--- src/rtl/rv32i_prefetch_fetch_stage.sv ---
// ---------------------------------------------------------------------------
// rv32i_prefetch_fetch_stage
//
// Instruction prefetcher for an RV32I front end. The block issues
// word-aligned read requests from a fetch PC (fpc). It tracks the PC of every
// live request in an in-order pending-PC FIFO. Returned words go into a small
// fetch queue, and the queue head is presented to decode.
//
// Queue credits:
//   A request is only issued when
//     live outstanding requests + queued entries < QUEUE_DEPTH.
//   This guarantees that every live response has a queue slot.
//
// Redirects:
//   A redirect flushes the queue and the pending-PC FIFO. Responses still in
//   flight at that point are counted into a discard counter and dropped when
//   they arrive. They no longer count as live outstanding requests, so
//   fetching at the new target starts on the next cycle.
//
// Faults:
//   An access-fault response moves the block into FAULT_HOLD. In FAULT_HOLD
//   no new requests are issued and the remaining live responses are dropped,
//   until the next redirect.
//
// Ports
//   i_clk, i_rst        clock (rising edge), synchronous active-high reset
//   i_redirect_valid/pc redirect request and target PC (bits [1:0] ignored)
//   o_mem_req_valid/addr, i_mem_req_ready   read request handshake
//   i_mem_rsp_valid/data/err                in-order read responses
//   o_fetch_valid/pc/instr/fault, i_decode_ready   queue head to decode
// ---------------------------------------------------------------------------
module rv32i_prefetch_fetch_stage #(
  parameter logic [31:0] RESET_PC        = 32'h0000_0000,
  parameter int          QUEUE_DEPTH     = 4,
  parameter int          MAX_OUTSTANDING = 2
) (
  input  logic        i_clk,
  input  logic        i_rst,
  input  logic        i_redirect_valid,
  input  logic [31:0] i_redirect_pc,
  output logic        o_mem_req_valid,
  input  logic        i_mem_req_ready,
  output logic [31:0] o_mem_req_addr,
  input  logic        i_mem_rsp_valid,
  input  logic [31:0] i_mem_rsp_data,
  input  logic        i_mem_rsp_err,
  output logic        o_fetch_valid,
  input  logic        i_decode_ready,
  output logic [31:0] o_fetch_pc,
  output logic [31:0] o_fetch_instr,
  output logic        o_fetch_fault
);

  localparam int QW = $clog2(QUEUE_DEPTH);
  localparam int CW = QW + 1;
  localparam int PW = (MAX_OUTSTANDING > 1) ? $clog2(MAX_OUTSTANDING) : 1;
  // Discard counter is wider than MAX_OUTSTANDING because repeated redirects
  // against a slow memory can stack up dropped responses.
  localparam int DW = 8;

  localparam logic [CW-1:0] DEPTH_C = CW'(QUEUE_DEPTH);
  localparam logic [CW-1:0] MAXO_C  = CW'(MAX_OUTSTANDING);
  localparam logic [31:0]   NOP_C   = 32'h0000_0013;

  typedef enum logic [0:0] {
    ST_RUN        = 1'b0,
    ST_FAULT_HOLD = 1'b1
  } state_e;

  state_e          state_q, state_d;
  logic [31:0]     fpc_q, fpc_d;
  logic [CW-1:0]   outstanding_q, outstanding_d;
  logic [DW-1:0]   discard_q, discard_d;
  logic [QW-1:0]   q_wr_q, q_wr_d, q_rd_q, q_rd_d;
  logic [CW-1:0]   q_cnt_q, q_cnt_d;
  logic [PW-1:0]   pf_wr_q, pf_wr_d, pf_rd_q, pf_rd_d;

  logic [31:0]     q_pc_q    [QUEUE_DEPTH];
  logic [31:0]     q_instr_q [QUEUE_DEPTH];
  logic            q_err_q   [QUEUE_DEPTH];
  logic [31:0]     pf_pc_q   [MAX_OUTSTANDING];

  logic            req_valid_s;
  logic            req_fire_s;
  logic            rsp_discard_s;
  logic            rsp_live_s;
  logic            push_s;
  logic            head_present_s;
  logic            fetch_valid_s;
  logic            pop_s;
  logic            unused_redirect_lsb_s;

  // Pending-PC FIFO depth need not be a power of two, so wrap explicitly.
  function automatic logic [PW-1:0] pf_inc(input logic [PW-1:0] ptr);
    if (ptr == PW'(MAX_OUTSTANDING - 1)) begin
      return {PW{1'b0}};
    end else begin
      return ptr + PW'(1);
    end
  endfunction

  assign unused_redirect_lsb_s = ^i_redirect_pc[1:0];

  // The credit check counts only live requests. Responses that will be
  // discarded never occupy a queue slot.
  assign req_valid_s = !i_rst && (state_q == ST_RUN) && !i_redirect_valid &&
                       (outstanding_q < MAXO_C) &&
                       (({1'b0, outstanding_q} + {1'b0, q_cnt_q}) < {1'b0, DEPTH_C});
  assign req_fire_s  = req_valid_s && i_mem_req_ready;

  // A response belongs to a discarded request while the discard counter is
  // nonzero. Otherwise it matches the head of the pending-PC FIFO.
  assign rsp_discard_s = i_mem_rsp_valid && (discard_q != {DW{1'b0}});
  assign rsp_live_s    = i_mem_rsp_valid && (discard_q == {DW{1'b0}});
  assign push_s        = !i_rst && rsp_live_s && (state_q == ST_RUN) && !i_redirect_valid;

  assign head_present_s = !i_rst && (q_cnt_q != {CW{1'b0}});
  assign fetch_valid_s  = head_present_s && !i_redirect_valid;
  assign pop_s          = fetch_valid_s && i_decode_ready;

  assign o_mem_req_valid = req_valid_s;
  assign o_mem_req_addr  = fpc_q;
  assign o_fetch_valid   = fetch_valid_s;
  assign o_fetch_pc      = head_present_s ? q_pc_q[q_rd_q] : 32'h0000_0000;
  assign o_fetch_fault   = head_present_s ? q_err_q[q_rd_q] : 1'b0;
  assign o_fetch_instr   = (head_present_s && !q_err_q[q_rd_q]) ? q_instr_q[q_rd_q] : NOP_C;

  // Next-state logic: a redirect overrides every other update in its cycle.
  always_comb begin
    state_d       = state_q;
    fpc_d         = fpc_q;
    outstanding_d = outstanding_q;
    discard_d     = discard_q;
    q_wr_d        = q_wr_q;
    q_rd_d        = q_rd_q;
    q_cnt_d       = q_cnt_q;
    pf_wr_d       = pf_wr_q;
    pf_rd_d       = pf_rd_q;

    if (i_redirect_valid) begin
      state_d       = ST_RUN;
      fpc_d         = {i_redirect_pc[31:2], 2'b00};
      outstanding_d = {CW{1'b0}};
      // Everything still in flight, minus the response dropped this cycle.
      discard_d     = discard_q + DW'(outstanding_q) - DW'(i_mem_rsp_valid);
      q_wr_d        = {QW{1'b0}};
      q_rd_d        = {QW{1'b0}};
      q_cnt_d       = {CW{1'b0}};
      pf_wr_d       = {PW{1'b0}};
      pf_rd_d       = {PW{1'b0}};
    end else begin
      if (req_fire_s) begin
        fpc_d   = fpc_q + 32'd4;
        pf_wr_d = pf_inc(pf_wr_q);
      end else begin
        fpc_d   = fpc_q;
        pf_wr_d = pf_wr_q;
      end

      if (rsp_live_s) begin
        pf_rd_d = pf_inc(pf_rd_q);
      end else begin
        pf_rd_d = pf_rd_q;
      end

      case ({req_fire_s, rsp_live_s})
        2'b10:   outstanding_d = outstanding_q + CW'(1);
        2'b01:   outstanding_d = outstanding_q - CW'(1);
        default: outstanding_d = outstanding_q;
      endcase

      if (rsp_discard_s) begin
        discard_d = discard_q - DW'(1);
      end else begin
        discard_d = discard_q;
      end

      if (push_s && i_mem_rsp_err) begin
        state_d = ST_FAULT_HOLD;
      end else begin
        state_d = state_q;
      end

      q_wr_d = push_s ? (q_wr_q + QW'(1)) : q_wr_q;
      q_rd_d = pop_s  ? (q_rd_q + QW'(1)) : q_rd_q;
      case ({push_s, pop_s})
        2'b10:   q_cnt_d = q_cnt_q + CW'(1);
        2'b01:   q_cnt_d = q_cnt_q - CW'(1);
        default: q_cnt_d = q_cnt_q;
      endcase
    end
  end

  // Control state registers with synchronous reset.
  always_ff @(posedge i_clk) begin
    if (i_rst) begin
      state_q       <= ST_RUN;
      fpc_q         <= RESET_PC;
      outstanding_q <= {CW{1'b0}};
      discard_q     <= {DW{1'b0}};
      q_wr_q        <= {QW{1'b0}};
      q_rd_q        <= {QW{1'b0}};
      q_cnt_q       <= {CW{1'b0}};
      pf_wr_q       <= {PW{1'b0}};
      pf_rd_q       <= {PW{1'b0}};
    end else begin
      state_q       <= state_d;
      fpc_q         <= fpc_d;
      outstanding_q <= outstanding_d;
      discard_q     <= discard_d;
      q_wr_q        <= q_wr_d;
      q_rd_q        <= q_rd_d;
      q_cnt_q       <= q_cnt_d;
      pf_wr_q       <= pf_wr_d;
      pf_rd_q       <= pf_rd_d;
    end
  end

  // Fetch-queue storage. A response is tagged with the PC of its request.
  always_ff @(posedge i_clk) begin
    if (push_s) begin
      q_pc_q[q_wr_q]    <= pf_pc_q[pf_rd_q];
      q_instr_q[q_wr_q] <= i_mem_rsp_data;
      q_err_q[q_wr_q]   <= i_mem_rsp_err;
    end
  end

  // Pending-PC storage: one entry per accepted, still-live request.
  always_ff @(posedge i_clk) begin
    if (req_fire_s) begin
      pf_pc_q[pf_wr_q] <= fpc_q;
    end
  end

endmodule
--- config.mk ---
export PLATFORM = sky130hd
export DESIGN_NAME = rv32i_prefetch_fetch_stage
export DESIGN_NICKNAME = d
export VERILOG_FILES = /design/src/rtl/rv32i_prefetch_fetch_stage.sv
export SDC_FILE = /design/constraint.sdc
export NUM_CORES = 1
export LEC_CHECK = 0
export ABC_AREA = 1
export BUFFER_PORTS_ARGS = -buffer_cell sky130_fd_sc_hd__buf_4
export CORE_ASPECT_RATIO = 0.9
export CORE_UTILIZATION = 55
export DETAILED_ROUTE_END_ITERATION = 12
export GPL_TIMING_DRIVEN = 0
export PLACE_DENSITY_LB_ADDON = 0.25
export SETUP_SLACK_MARGIN = 0.15
export SLEW_MARGIN = 20
export SYNTH_ARGS = -nofsm -noshare
export SYNTH_HDL_FRONTEND = slang
export SYNTH_SLANG_ARGS = --single-unit
--- constraint.sdc ---
create_clock -name i_clk -period 5.7 [get_ports i_clk]
set_clock_uncertainty 0.1 [all_clocks]
set_input_delay 0.285 -clock i_clk [delete_from_list [all_inputs] [get_ports i_clk]]
set_output_delay 0.285 -clock i_clk [all_outputs]
set_load 0.01 [all_outputs]
==> impl_results.md <==
* Run status: complete, no violations
* Critical-path maximum fanout at 21
* Post-synth EDFFs at roughly 310
* Clock latency at the later pin of the worst-skew pair at around 510 ps
* P_sw at between 0.001 and 0.0015 W
* Syn Std Cell Area at approximately 16000 sq um
* Syn Area/Cell at 10.83 sq um
* Site Rows at 58
* RSZ-0062 raised after global routing: false
* Vias in the first global route at 10980
* Fillers at 2017
* Clk buf depth at 3
* Peak supply drop at 0.0002079 V
* Vias at 11370
* Critical Path Slowest Stage Cell: nor2_4
* Iter 0 DRT Violations at approximately 990
* Sw Share at approximately 22%
* Worst slew margin at approximately half
* Setup ws final at ~2800 ps
* Flops & latches, synth at ~370
* Dpl ws at about 2800 ps
* RD Place Congestion at between 0.8 and 0.9
* Comb pwr share at under 10%
* Ant diodes at 0
* Synthesized instance count at about 1500
* CTS root buf: clkbuf_16
* Worst path arrival time at slightly above 3000 ps
* Critical path type: reg2reg
* Hold Crit Class: in2reg
* Slew Limit Fails at 0
* Max Cap Viol at 0
* Crit-path most repeated cell: buf_16
* Resize count post-CTS at 0
* Die X at around 180 um
* Max incr delay on CP at approximately 470 ps
* Final min period at between 2000 and 3000 ps
* Commonest cells in the synthesized netlist: nor2_1 (317), edfxtp_1 (312), nand2_1 (163), o21ai_0 (157), a21oi_1 (99)
* Die Y at between 150 and 200 um
* Worst-path clk slew at ~60 ps
* IO Port Bufs at approximately 160
* Overflow after GRT at 0
* Area contributors post-synth: edfxtp_1 (59%), nor2_1 (7.5%), dfxtp_1 (6.8%)
* Synth unique cells at 42
* P_leak at between 7 and 8 nW
* CTS HTree Levels at 2
* CTS tree: done
* Area of the core at between 20000 and 30000 sq um
* Syn-to-layout area delta at 22.97%
* Final Routed Wirelength at between 30000 and 40000 um
* Worst Path Required at roughly 5800 ps
* Most numerous cell in the Yosys netlist: nor2_1
* Power Dens Cells at about 300 nW/um^2
* Largest net degree at the start of global routing at 24
* Share of layout cells above drive strength 1 at roughly 17%
* Flop pwr share at 52.3%
* Routed wirelength normalized by instance count at 17.39 um
* Residual DRC at 0
* Ys flop type: edfxtp_1
* Period utilization at 51.42%
* Sequential element share of the synthesized area at approximately 66%
* Drt pass-1 iters at 6
* Biggest area consumer among synthesized cells: edfxtp_1
* Ys Warns at 0
* Initial Util at around 56%
* Clk pwr share at a little under two fifths
* Power Internal at 0.004477 W
* Dpl hpwl at about 25000 um
* Crit-path cells: inv_1, ha_1, nand4_1, nor2_2, nand3_2, nor2_4, buf_16, buf_16, buf_16
* Hold Vio Cnt, Final at 0
* I/O pins at 170
* Post-route design area at slightly below 20000 sq um
* Overall Global Routing Usage at ~25%
* Die area at approximately 30000 sq um
* CTS Sinks at around 370
* Post-synth ARST share at 0%
* Antenna-violating nets left at 0
* Max Freq at between 300 and 400 MHz
* Least-Margin Pin Slew at between 700 and 800 ps
* Area after DPL at 17870 sq um
* Synth top area share at about three fifths
* Post-Place Cells at ~2000
* Nets@finish at 1823
* First-pass GRT wire length at 56880 um
* CP startpoint kind: register
* Finish-stage setup viols at 0
* Worst setup EP type: register
* Drt via density at 5.396
* Post-route insts no fill at between 2000 and 2500
* Initial antenna violation count at 0
* Total CTS buffers at 36
==> power by group through the flow <==
stage	clock, W	combinational [W]	sequential, W
final	0.00221	0.000538	0.00301
after global routing	0.00235	0.000602	0.00302
after CTS	0.00224	0.000537	0.00301
after detailed placement	0	0.000504	0.00307
after global placement	0	0.000474	0.00307
after floorplan	0	0.000329	0.00306
==> worst max-delay path, delay by kind of cell (launching register included) <==
family,cells,cell delay (ps)
fa+ha+maj,1,210
buf+inv,4,740
flops,1,340
simple gates,4,1220
==> state kept, by name (all words and copies together) (netlist names), named ones only <==
| signal | cells |
|---|---|
| o_mem_req_addr | 30 |
| outstanding_q | 3 |
| pf_rd_q | 1 |
| q_instr_q | 128 |
| q_pc_q | 120 |
| q_wr_q | 2 |
| q_rd_q | 2 |
| pf_pc_q | 60 |
| pf_wr_q | 1 |
| q_cnt_q | 3 |
| state_q | 1 |
| discard_q | 8 |
| q_err_q | 4 |
==> path summary, 6_finish.rpt <==
kind	startpoint	to	slack, ps	cells after the start
setup / recovery	discard_q[4]	q_instr_q[3][18]	2770	9
hold reg to reg	discard_q[1]	discard_q[1]	370	2
setup reg to reg	discard_q[4]	q_instr_q[3][18]	2770	9
hold / removal	i_redirect_pc[20]	o_mem_req_addr[20]	30	5
==> cells in the final DEF, fill, tap and decap left out, types with 2 or more instances in the layout <==
cell           netlist  routed
nand3_1             65      65
clkinv_4             1       2
xnor2_1              2       2
conb_1               1       4
o21ai_0            157     157
clkinv_1             0       4
a31oi_1              5       5
dlygate4sd3_1        0      47
edfxtp_1           312     312
o21bai_1             4       4
buf_4                7     170
buf_6                4       4
clkbuf_16            0      37
buf_12               0       2
o21ai_1              2       2
clkinv_2             0       3
nor2_1             317     311
inv_2                4       4
nand4_1              4       4
nor2_4               4      10
nand2_1            163     163
buf_2               13      13
clkbuf_1            35      48
xor2_1              14      14
nor2_2               7       7
bufinv_16            0       2
fa_1                 3       3
buf_1               10      10
mux2_2              30      30
a21oi_1             99      99
nand2_2              3       3
dfxtp_1             54      54
o221ai_1             3       3
buf_16               0      11
and3_1               2       2
o21a_1               2       2
ha_1                26      26
inv_1               95      95
==> area by class of cell <==
type                            count  area, sq um  share of cell area [%]
Sequential cell                   366        10450                   53.78
Buffer                             69        331.6                   1.706
Tap cell                          360        450.4                   2.318
Inverter                          101        389.1                   2.003
Clock buffer                       50        974.7                   5.016
Clock inverter                     12        111.4                  0.5731
Multi-Input combinational cell    926         4687                   24.12
Timing Repair Buffer              223         2037                   10.48
==> through the flow <==
stage / hold WS, ps / total power [W] / setup TNS [ps] / utilization [%]
6_report: 34.09 / 0.005763 / 0 / 69.19
2_1_floorplan: 283.9 / 0.003388 / 0 / -
4_1_cts: 12.08 / 0.005792 / 0 / 69.19
3_5_place_dp: 362.5 / 0.003571 / 0 / 63.65
3_3_place_gp: 348.0 / 0.003543 / -157470 / 62.27
5_1_grt: 51.15 / 0.005971 / 0 / 69.19
==> cell families (layout without fill, tap and decap cells) <==
kind of cell / after synthesis / after routing / synth area share, %
multiplexers: 30 / 30 / 2.138
other: 1 / 4 / 0.02373
AND/OR/NAND/NOR: 571 / 571 / 14.80
AO/OA/AOI/OAI: 276 / 276 / 9.019
XOR/XNOR: 16 / 16 / 0.8869
adder cells (fa/ha/maj): 29 / 29 / 2.439
buffers and inverters: 170 / 455 / 4.561
flip-flops: 366 / 366 / 66.13
==> per-layer routing <==
metal	wire, um	vias to the layer above	part of all wire (%)	GRT usage [%]
li1	-	5522	-	-
met4	900	0	2.5	8.003
met1	15240	5317	42	32.69
met2	17890	460	49	42.93
met3	2609	70	7.1	3.623
met5	0	-	0	0
==> what timing repair did <==
action | in CTS | in global routing
hold buffers | 47 | 0
endpoints found under the setup margin | 0 | 0
setup buffers | 0 | 0
endpoints found under the hold margin | 147 | 0
Note: power is estimated with default switching activity, not from simulation.
